File: config.mk
export PLATFORM = sky130hd
export DESIGN_NAME = sound_sequencer
export DESIGN_NICKNAME = d
export VERILOG_FILES = /design/src/rtl/sound_sequencer.sv
export SDC_FILE = /design/constraint.sdc
export NUM_CORES = 1
export LEC_CHECK = 0
export ABC_AREA = 1
export CAP_MARGIN = 5
export CORE_MARGIN = 2
export CORE_UTILIZATION = 51
export DETAILED_ROUTE_END_ITERATION = 10
export PLACE_DENSITY = 0.82
export SKIP_CTS_REPAIR_TIMING = 1
export SLEW_MARGIN = 20
export SYNTH_ARGS = -nofsm -noshare
export SYNTH_HDL_FRONTEND = slang
export SYNTH_SLANG_ARGS = --single-unit
File: constraint.sdc
create_clock -name clk -period 2.55 [get_ports clk]
set_clock_uncertainty 0.15 [all_clocks]
set_input_delay 0.3825 -clock clk [delete_from_list [all_inputs] [get_ports clk]]
set_output_delay 0.3825 -clock clk [all_outputs]
set_load 0.03 [all_outputs]
File: src/rtl/sound_sequencer.sv
// rtl/sound_sequencer.sv - two-jingle square-wave sound sequencer driving a DAC sample stream
// Optional inter-note silence is built only when macro SND_GAP_EN is defined.
module sound_sequencer #(
    parameter int             N        = 8,
    parameter int             CLK_DIV  = 4,
    parameter int             NOTE_LEN = 2,
    parameter logic [N-1:0]   AMP      = {N{1'b1}},
    parameter int             GAP_LEN  = 1
) (
    input  logic         clk,
    input  logic         nRst,
    input  logic         play_eat,
    input  logic         play_crash,
    output logic         sample_tick,
    output logic [N-1:0] dac_out,
    output logic         busy,
    output logic         done
);

    localparam int PW   = (CLK_DIV > 2) ? $clog2(CLK_DIV) : 1;
    localparam int MAXL = (NOTE_LEN > GAP_LEN) ? NOTE_LEN : GAP_LEN;
    localparam int TW   = $clog2(MAXL + 1);

`ifdef SND_GAP_EN
    typedef enum logic [1:0] {
        S_IDLE = 2'd0,
        S_NOTE = 2'd1,
        S_GAP  = 2'd2
    } state_t;
`else
    typedef enum logic [0:0] {
        S_IDLE = 1'b0,
        S_NOTE = 1'b1
    } state_t;
`endif

    state_t          state;
    state_t          next_state;
    logic            jingle;      // 0 = eat, 1 = crash
    logic [1:0]      note_idx;
    logic [PW-1:0]   presc;
    logic [N-1:0]    phase;
    logic [TW-1:0]   tick_cnt;

    logic            tick;
    logic            last_note;
    logic            note_end;
    logic            preempt;
    logic            load;
    logic            adv;
    logic            finish;
    logic [N-1:0]    step;
    logic [N-1:0]    phase_sum;
`ifdef SND_GAP_EN
    logic            gap_end;
    logic            to_gap;
`endif

    function automatic logic [N-1:0] step_of(input logic crash, input logic [1:0] idx);
        logic [N-1:0] s;
        if (crash) begin
            case (idx)
                2'd0:    s = N'(128);
                2'd1:    s = N'(64);
                default: s = N'(32);
            endcase
        end else begin
            s = (idx == 2'd0) ? N'(16) : N'(32);
        end
        return s;
    endfunction

    assign tick      = (state != S_IDLE) && (presc == PW'(CLK_DIV - 1));
    assign last_note = jingle ? (note_idx == 2'd2) : (note_idx == 2'd1);
    assign note_end  = (state == S_NOTE) && tick && (tick_cnt == TW'(NOTE_LEN - 1));
    assign preempt   = (state != S_IDLE) && !jingle && play_crash;
    assign step      = step_of(jingle, note_idx);
    assign phase_sum = phase + step;
`ifdef SND_GAP_EN
    assign gap_end   = (state == S_GAP) && tick && (tick_cnt == TW'(GAP_LEN - 1));
`endif

    assign sample_tick = tick;
    assign busy        = (state != S_IDLE);

    always_ff @(posedge clk or negedge nRst) begin
        if (!nRst) begin
            state <= S_IDLE;
        end else begin
            state <= next_state;
        end
    end

    // A crash request during eat outranks the end-of-note decision, so no done slips out.
    always_comb begin
        next_state = state;
        load       = 1'b0;
        adv        = 1'b0;
        finish     = 1'b0;
        done       = 1'b0;
`ifdef SND_GAP_EN
        to_gap     = 1'b0;
`endif
        case (state)
            S_IDLE: begin
                if (play_eat || play_crash) begin
                    next_state = S_NOTE;
                    load       = 1'b1;
                end
            end
            S_NOTE: begin
                if (preempt) begin
                    next_state = S_NOTE;
                    load       = 1'b1;
                end else if (note_end) begin
                    if (last_note) begin
                        next_state = S_IDLE;
                        finish     = 1'b1;
                        done       = 1'b1;
                    end else begin
`ifdef SND_GAP_EN
                        next_state = S_GAP;
                        to_gap     = 1'b1;
`else
                        next_state = S_NOTE;
                        adv        = 1'b1;
`endif
                    end
                end
            end
`ifdef SND_GAP_EN
            S_GAP: begin
                if (preempt) begin
                    next_state = S_NOTE;
                    load       = 1'b1;
                end else if (gap_end) begin
                    next_state = S_NOTE;
                    adv        = 1'b1;
                end
            end
`endif
            default: begin
                next_state = S_IDLE;
            end
        endcase
    end

    always_ff @(posedge clk or negedge nRst) begin
        if (!nRst) begin
            jingle   <= 1'b0;
            note_idx <= 2'd0;
            presc    <= '0;
            phase    <= '0;
            tick_cnt <= '0;
            dac_out  <= '0;
        end else if (load) begin
            jingle   <= play_crash;
            note_idx <= 2'd0;
            presc    <= '0;
            phase    <= '0;
            tick_cnt <= '0;
            dac_out  <= '0;
        end else if (state == S_IDLE) begin
            presc    <= '0;
            dac_out  <= '0;
        end else begin
            presc <= tick ? '0 : presc + PW'(1);
            if (adv) begin
                note_idx <= note_idx + 2'd1;
                phase    <= '0;
                tick_cnt <= '0;
                dac_out  <= '0;
            end else if (finish) begin
                note_idx <= 2'd0;
                phase    <= '0;
                tick_cnt <= '0;
                dac_out  <= '0;
`ifdef SND_GAP_EN
            end else if (to_gap) begin
                phase    <= phase_sum;
                tick_cnt <= '0;
                dac_out  <= '0;
            end else if (state == S_GAP) begin
                if (tick) begin
                    tick_cnt <= tick_cnt + TW'(1);
                end
                dac_out <= '0;
`endif
            end else if (tick) begin
                phase    <= phase_sum;
                tick_cnt <= tick_cnt + TW'(1);
                dac_out  <= phase_sum[N-1] ? AMP : '0;
            end
        end
    end

endmodule

Word level (Yosys, flattened, before mapping)
Index checks and enable logic that the tools add are counted.

Memory bits (read-only): 0. Memories kept: 0. Latch bits: 0. Input port bits: 4. Output and inout bits: 11. Bits in writable memories: 0. Bits in registers: 24.

Reductions and logical operators: 13. Add/subtract/negate cells: 4. Multiplexer cells: 41. Bitwise operators: 1. Multipliers: 0. $lt $le $gt $ge: 0. Shift operators: 0. Div/mod/pow operators: 0. Equal/unequal tests: 5.

Operator list (number): 2-to-1 mux 8 bit (12); 2-to-1 mux 2 bit (12); case mux 8 bit (2 select lines) (1); 2-to-1 mux 1 bit (13); adder 8 bit (1); adder 2 x 1 -> 2 bit, second input constant (3); 2-to-1 mux 6 bit (1); logical AND 1 bit (5); != test 5 x 2 -> 1 bit, second input constant (1); equality test 2 x 1 -> 1 bit, second input constant (2); equality test 2 bit, second input constant (2); case mux 1 bit (2 select lines) (2); AND reduction 2 bit (2); nonzero test 4 bit (1); nonzero test 3 bit (1); zero test 2 bit (1); nonzero test 2 bit (1); zero test 1 bit (1); logical OR 1 bit (1); NOT 1 bit (1).

Depth between registers and ports, before layout
Gate-level depths: netlist of the first run.

Depth in word-level cells: 11. Mapped depth: 13.

Worst setup path after synthesis of the first run
OpenSTA, ideal clock, no wires.

Path type: register to output. Start: reg state (netlist: busy). End: out done. Slack: 0.666 ns. Required time: 2.017 ns. Stages on the path, launching flop included: 5. Buffers on the path: 0. Arrival: 1.352 ns. Path through: dfrtp_1 > nand2_2 > inv_2 > nand3_2 > nor2_2.

Cells in the longest elaborated chain, start to end: 6.

Ends and longest elaborated chain: start: declaration (RTL line 37) `state_t state;`; start signal: assignment (RTL line 90) `state <= next_state;`; logical AND 1 bit (RTL line 73) `assign tick = (state != S_IDLE) && (presc == PW'(CLK_DIV - 1));`; via sample_tick (RTL line 14) `output logic sample_tick,`; logical AND 1 bit (2 in series) (RTL line 75) `assign note_end = (state == S_NOTE) && tick && (tick_cnt == TW'(NOTE_LEN - 1));`; 2-to-1 mux 1 bit (RTL line 115) `end else if (note_end) begin`; 2-to-1 mux 1 bit (RTL line 112) `if (preempt) begin`; 2-to-1 mux 1 bit (RTL line 104) `case (state)`; end: declaration (RTL line 17) `output logic done`.

The timed path passes the listed nets, and every way through them passes these cells.

Worst setup path in the final report of the first run
Start: reg note_idx[1]. End: out done.

Cells in the longest elaborated chain, start to end: 6.

Ends and longest elaborated chain: start: declaration (RTL line 40) `logic [1:0] note_idx;`; start signal: assignment (RTL line 169) `note_idx <= note_idx + 2'd1;`; equality test 2 x 1 -> 1 bit / equality test 2 bit (equally long branches) (RTL line 74) `assign last_note = jingle ? (note_idx == 2'd2) : (note_idx == 2'd1);`; 2-to-1 mux 1 bit (*) (RTL line 74); 2-to-1 mux 1 bit (*) (RTL line 116) `if (last_note) begin`; 2-to-1 mux 1 bit (*) (RTL line 115); 2-to-1 mux 1 bit (*) (RTL line 112); 2-to-1 mux 1 bit (*) (RTL line 104).

Every way passes the cells marked *; elsewhere a longest branch is shown, timed or not.

==> results.md, run 1 <==
* Run status: finished, final reports clean
* Post-synth EDFFs at 0
* Root buffer cell: clkbuf_4
* H-tree depth at 1
* GRT overflow at 0
* Mapped Area at 908 sq um
* Least-Margin Pin Slew at 0.590 ns
* Hold crit path type: flop to flop
* Critical-path maximum fanout at 4
* Tmin final at 2.40 ns
* FF-to-FF path depth at 10
* WP buf/inv at 4
* CP Capture Type: primary output
* Required time worst endpoint at 2.02 ns
* Die area at 2130 sq um
* Largest net degree at the start of global routing at 14
* CP startpoint kind: flop
* Total power at 0.00125 W
* DRC errors left at 0
* Slew HR at 60.5%
* Chip Height at 46.2 microns
* RR Endpoint: phase[6]$_DFFE_PN0P_
* Die Width at 46.2 microns
* Total wire length at 1630 microns
* Gate Count Post-Synth at 113
* Commonest non-fill, non-tap cell in the layout: nand2_1
* Top FF cell, synth: dfrtp_1
* IO Pins at 15
* Setup crit end: done
* Final Cycle Share at 94.2%
* Global-route wire length before repair at 2720 microns
* Vias/cell at 4.68
* Final Max Tran Viols at 0
* Post-synthesis async set-or-reset flop share at 100%
* Area Growth Syn to Fin at 16.3%
* Footprint of the multi-input gates at 455 sq um
* Hold Vio Cnt, Final at 0
* Slowest CP cell: dfrtp_1
* Setup crit start: note_idx[1]$_DFFE_PN0P_
* Routed Antenna Nets at 0
* Drt first pass iters at 4
* Initial Utilization at 53.2%
* Yosys warning count at 0
* CP Class: flop to primary output
* Routed vias at 697
* Average wire per standard cell at 10.9 microns
* CP Cell Sequence: inv_1 > ha_1 > inv_1 > o21ai_0 > inv_1 > nor2_2 > dlymetal6s2s_1
* GP Congestion at 0.722
* Most used cell, CP: inv_1
* NumNets Final at 139
* Total track usage at 18.8%
* Port bufs at 14
* Clock-pin slew on the worst setup and hold paths at 0.08 ns
* Initial antenna violation count at 0
* Yosys reg bits at 13
* Layout cells sized above 1 at 12.9%
* Rows at 15
* Min-delay src: presc[0]$_DFF_PN0_
* Critical path arrival at 1.87 ns
* Power per standard cell area at 1190 nW/um^2
* Max Cap Viol at 0
* Clock sink total at 13
* Number of library cell types mapped by synthesis at 20
* R2R Setup Slk at 0.50 ns
* Post-DP HPWL at 1340 microns
* Register area at 325 sq um
* Fmax at 416 MHz
* Worst-skew pair later-pin latency at 0.28 ns
* Dpl ws at 0.0536 ns
* RR Startpoint: note_idx[0]$_DFFE_PN0P_
* TritonCTS clock tree: yes
* Worst setup margin at 0.148 ns
* Placement-stage cell area at 1030 sq um
* Sequential cell area fraction in the yosys report at 35.8%
* RSZ-0062 raised after global routing: false
* Top cells by area, synth: dfrtp_1, nand2_1, ha_1, inv_1, buf_4
* Vias in the first global route at 671
* TritonCTS buffer count at 3
* Mapped Nets at 127
* Initial DRC count at 12
* Commonest cells after routing, fill and taps aside: nand2_1, inv_1, dfrtp_1, clkdlybuf4s50_1, ha_1
* # diodes at 0
* WP depth at 7
* P_leak at 0.579 nW
* Clk buf depth at 2
* Cell family with most CP delay: buffers and inverters
* Slowest stage delay, CP at 0.39 ns
* Area share of the largest cell type after synthesis at 35.8%
* Min Hold Slack at 0.302 ns
* Fill count at 137
* Maximum vdd drop at 0.000642 V
* Core Region at 1710 sq um
* Final instance area at 1060 sq um
* Avg Inst Size Synth at 8.04 sq um
* Final setup violation count at 0
* Top cell type by total area after synthesis: dfrtp_1
per-layer routing:
metal	wire [microns]	track usage, %	vias to the layer above
li1	-	-	362
met3	65	4.31	2
met2	859	34.4	17
met1	675	19.5	316
met5	0	0	-
met4	24	9.71	0
synth_stat cells, types with 2 or more instances:
master and number:
nand2_1 36, inv_1 17, dfrtp_1 13, ha_1 9, buf_4 7, nand3_1 6
nor2_1 5, inv_2 3, nand2_2 2, nand3_2 2, nor2_2 2, nor2_4 2
o21ai_1 2
state kept, by name, indices dropped and copies added (netlist names):
register  flops
tick_cnt      2
dac_out       1
phase         4
presc         2
note_idx      2
jingle        1
busy          1
kinds of logic after synthesis:
kind of cell               share of synthesized area [%]
adders and majority gates                           14.6
and+or+nand+nor                                     30.3
DFF                                                 35.8
xor gates and xnor gates                           0.964
buffers and inverters                               14.0
AOI/OAI and AO/OA                                   4.27
through the flow:
stage	std cells	TNS [ns]	util, %
3_5_place_dp	145	0	60.1
3_3_place_gp	145	0	60.1
4_1_cts	149	-0.236	61.7
6_report	149	0	61.8
2_1_floorplan	113	0	-
5_1_grt	149	0	61.8
report_power, final:
group          switching (W)  internal [W]
Sequential         0.0000659      0.000281
Combinational       0.000476      0.000300
Clock              0.0000688     0.0000607
cell type report:
cell class,instances,area share (%)
multi-input combinational,73,43.1
sequential,13,30.8
timing repair buffer,14,13.5
inverter,20,7.11
tap,25,2.96
clock buffer,4,2.49
how the worst min path moves through the flow:
| stage | depth (start not counted) | endpoint |
|---|---|---|
| finish | 1 | presc[0]$_DFF_PN0_ |
| global route | 1 | presc[0]$_DFF_PN0_ |
| CTS | 1 | presc[0]$_DFF_PN0_ |
| detailed placement | 1 | presc[0]$_DFF_PN0_ |
| global placement | 1 | presc[0]$_DFF_PN0_ |
| floorplan | 0 | busy$_DFF_PN0_ |
Power figures use the tool's default switching activity.
==> run 2: changes to the inputs <==
Settings changed: CORE_MARGIN 2 to 1.
==> results.md, run 2 (synthesis results as in run 1) <==
* Fmax at 427 MHz
* GRT overflow at 0
* Initial Utilization at 57.6%
* CP Capture Type: primary output
* Max FFs per register at 4
* Critical path arrival at 1.81 ns
* Hold path depth at 1
* Slowest stage delay, CP at 0.40 ns
* TritonCTS buffer count at 3
* FF-to-FF path depth at 10
* Total power at 0.00127 W
* Clock sink total at 13
* Initial antenna violation count at 0
* Rows at 14
* RR Endpoint: phase[6]$_DFFE_PN0P_
* RSZ-0062 raised after global routing: false
* Final instance area at 1040 sq um
* P_leak at 0.579 nW
* Die Width at 44.2 microns
* Initial DRC count at 13
* DRC errors left at 0
* Vias in the first global route at 687
* WP depth at 7
* Layout cells sized above 1 at 12.9%
* Total track usage at 20.8%
* Hold Vio Cnt, Final at 0
* TritonCTS clock tree: yes
* Max Cap Viol at 0
* Setup crit start: note_idx[1]$_DFFE_PN0P_
* H-tree depth at 1
* Slowest CP cell: dfrtp_1
* Slew HR at 61.4%
* Largest net degree at the start of global routing at 14
* Placement-stage cell area at 1020 sq um
* Commonest non-fill, non-tap cell in the layout: nand2_1
* RR Startpoint: note_idx[0]$_DFFE_PN0P_
* Power per standard cell area at 1210 nW/um^2
* CP startpoint kind: flop
* GP Congestion at 0.773
* Average wire per standard cell at 12.1 microns
* Drt first pass iters at 5
* R2R Setup Slk at 0.54 ns
* Biggest register: phase
* Final Max Tran Viols at 0
* Total wire length at 1700 microns
* Commonest cells after routing, fill and taps aside: nand2_1, inv_1, dfrtp_1, clkdlybuf4s50_1, ha_1
* Core Region at 1580 sq um
* Routed Antenna Nets at 0
* Critical-path maximum fanout at 4
* Clk buf depth at 2
* Worst-skew pair later-pin latency at 0.28 ns
* Maximum vdd drop at 0.000741 V
* Tmin final at 2.34 ns
* Global-route wire length before repair at 2950 microns
* Cell family with most CP delay: buffers and inverters
* Run status: finished, final reports clean
* NumNets Final at 139
* Setup crit end: done
* Hold crit path type: flop to flop
* WP buf/inv at 4
* Required time worst endpoint at 2.02 ns
* Most used cell, CP: inv_1
* CP Class: flop to primary output
* Port bufs at 14
* Post-DP HPWL at 1320 microns
* Final setup violation count at 0
* Least-Margin Pin Slew at 0.577 ns
* Chip Height at 44.2 microns
* Routed vias at 706
* Die area at 1950 sq um
* IO Pins at 15
* # diodes at 0
* Area Growth Syn to Fin at 15.0%
* Root buffer cell: clkbuf_4
* Vias/cell at 5.04
* CP Cell Sequence: inv_1 > ha_1 > inv_1 > o21ai_0 > inv_1 > nor2_2 > dlymetal6s2s_1
* Clock-pin slew on the worst setup and hold paths at 0.08 ns
* Fill count at 131
* Final Cycle Share at 91.9%
run 2: worst min-delay path by stage:
stage / from / to / slack [ns]
after floorplan: nRst / busy$_DFF_PN0_ / -0.06
after global placement: presc[0]$_DFF_PN0_ / presc[0]$_DFF_PN0_ / 0.28
after detailed placement: presc[0]$_DFF_PN0_ / presc[0]$_DFF_PN0_ / 0.28
after CTS: presc[0]$_DFF_PN0_ / presc[0]$_DFF_PN0_ / 0.30
after global routing: presc[0]$_DFF_PN0_ / presc[0]$_DFF_PN0_ / 0.31
final: presc[0]$_DFF_PN0_ / presc[0]$_DFF_PN0_ / 0.30
run 2: routing by layer:
metal	wire (microns)	part of all wire, %	track usage (%)	vias up
met5	0	0	0	-
met4	9	0.53	4.24	0
met3	53	3.1	4.90	2
met2	941	55	39.1	12
met1	695	41	23.7	334
li1	-	-	-	358
run 2: through the flow:
step	hold slack, ns	utilization (%)	setup TNS [ns]	std cells	setup WS (ns)
after CTS	0.295	66.1	-0.163	140	-0.163
after global placement	0.280	64.4	0	136	0.130
after floorplan	-0.0631	-	0	113	0.666
final	0.296	66.3	0	140	0.207
after global routing	0.308	66.3	0	140	0.0528
after detailed placement	0.283	64.4	0	136	0.0927
run 2: layout make-up:
type | count | area (sq um) | share of cell area [%]
clock buffers | 4 | 26.3 | 2.51
inverters | 20 | 75.1 | 7.19
multi-input cells | 73 | 455 | 43.6
repair buffers | 14 | 143 | 13.7
flip-flops and latches | 13 | 325 | 31.1
well taps | 16 | 20.0 | 1.92
run 2: power breakdown:
part           internal, W  total (W)  switching (W)
logic             0.000299   0.000787       0.000488
registers         0.000281   0.000350      0.0000690
clock network    0.0000607   0.000129      0.0000684
==> run 3: changes to the inputs <==
Settings changed: SLEW_MARGIN 20 to 10.
Clock period 2.55 ns to 3 ns, I/O delays scaled along.
==> results.md, run 3 (synthesis results as in run 1) <==
* Run status: finished, final reports clean
* Least-Margin Pin Slew at 0.583 ns
* Vias/cell at 4.97
* Final instance area at 1040 sq um
* Initial antenna violation count at 0
* Chip Height at 44.2 microns
* H-tree depth at 1
* Total track usage at 19.1%
* Clock sink total at 13
* Largest net degree at the start of global routing at 14
* Vias in the first global route at 681
* Critical path arrival at 2.09 ns
* GP Congestion at 0.761
* GRT overflow at 0
* RR Endpoint: phase[6]$_DFFE_PN0P_
* Core Region at 1580 sq um
* Final Cycle Share at 89.8%
* Layout cells sized above 1 at 12.9%
* Layout Utilization at 66.1%
* Post-DP HPWL at 1300 microns
* TritonCTS buffer count at 3
* Endpoint, Worst Hold: presc[0]$_DFF_PN0_
* Hold Vio Cnt, Final at 0
* Fin Setup TNS at 0 ns
* RSZ-0062 raised after global routing: false
* CP startpoint kind: flop
* # diodes at 0
* Placement-stage cell area at 1020 sq um
* Global-route wire length before repair at 2730 microns
* R2R Setup Slk at 0.91 ns
* Post-Layout Cell Count at 140
* Initial DRC count at 6
* Average wire per standard cell at 11.7 microns
* Max Cap Viol at 0
* IO Pins at 15
* Required time worst endpoint at 2.40 ns
* Worst-skew pair later-pin latency at 0.27 ns
* Min-delay src: presc[0]$_DFF_PN0_
* Biggest register: phase
* Drt first pass iters at 3
* RR Startpoint: note_idx[0]$_DFFE_PN0P_
* Root buffer cell: clkbuf_4
* FF-to-FF path depth at 10
* Final setup violation count at 0
* Fmax at 371 MHz
* Area Growth Syn to Fin at 14.7%
* Clk buf depth at 2
* Clock-pin slew on the worst setup and hold paths at 0.07 ns
* Min Hold Slack at 0.298 ns
* CP Class: flop to primary output
* Power per standard cell area at 1030 nW/um^2
* Hold crit path type: flop to flop
* P_leak at 0.560 nW
* Commonest cells after routing, fill and taps aside: nand2_1, inv_1, clkdlybuf4s50_1, dfrtp_1, ha_1
* Port bufs at 14
* Max FFs per register at 4
* Final Max Tran Viols at 0
* CP Capture Type: primary output
* Critical-path maximum fanout at 4
* Rows at 14
* Cells after DPL at 136
* Routed Antenna Nets at 0
* Maximum vdd drop at 0.000671 V
* TritonCTS clock tree: yes
* Die area at 1950 sq um
* Hold path depth at 1
* Routed vias at 696
* Initial Utilization at 57.6%
* Die Width at 44.2 microns
* NumNets Final at 139
* Total wire length at 1630 microns
* Commonest non-fill, non-tap cell in the layout: nand2_1
* DRC errors left at 0
* Tmin final at 2.69 ns
* Slew HR at 61.0%
-- run 3: changes by cell type in the layout (fill, tap and decap cells not counted) --
| cell | previous run | this run |
|---|---|---|
| clkdlybuf4s50_1 | 13 | 14 |
| dlymetal6s2s_1 | 1 | 0 |
| o21ai_0 | 1 | 0 |
| o21ai_1 | 2 | 3 |
-- run 3: layer usage --
layer	wire length, microns	part of all wire (%)	vias to the layer above	global-route usage (%)
met2	877	54	12	37.4
met1	691	42	315	20.5
met4	35	2.1	0	7.27
met3	29	1.8	7	2.45
met5	0	0	-	0
li1	-	-	362	-
-- run 3: worst max-delay path, cell delays in order, from the launching register on --
cell,delay [ns]
dfrtp_1,0.39
inv_1,0.12
ha_1,0.18
inv_1,0.04
o21ai_1,0.21
inv_1,0.08
nor2_2,0.12
clkdlybuf4s50_1,0.68
-- run 3: power breakdown --
part	leakage, nW	switching, W	internal, W
clock	0.0150	0.0000539	0.0000515
combinational	0.383	0.000412	0.000255
sequential	0.161	0.0000580	0.000239
-- run 3: worst max-delay path by stage --
stage / start / end / slack, ns / cells after the start
6_report: note_idx[1]$_DFFE_PN0P_ / done / 0.31 / 7
5_1_grt: note_idx[1]$_DFFE_PN0P_ / done / 0.1 / 7
4_1_cts: note_idx[1]$_DFFE_PN0P_ / done / 0.21 / 7
3_5_place_dp: play_crash / done / 0.42 / 5
3_3_place_gp: play_crash / done / 0.45 / 5
2_1_floorplan: busy$_DFF_PN0_ / done / 1.05 / 4
-- run 3: layout make-up --
| class | count | area (sq um) |
|---|---|---|
| clock buffers | 4 | 26.3 |
| fillers | 132 | 534 |
| inverters | 20 | 75.1 |
| multi-input cells | 73 | 455 |
| flip-flops and latches | 13 | 325 |
| well taps | 16 | 20.0 |
| repair buffers | 14 | 140 |
-- run 3: stage by stage --
step | power (W) | worst slack, ns
global placement | 0.000942 | 0.451
global route | 0.00116 | 0.0974
finish | 0.00107 | 0.307
CTS | 0.00108 | 0.213
floorplan | 0.000814 | 1.05
detailed placement | 0.000965 | 0.416
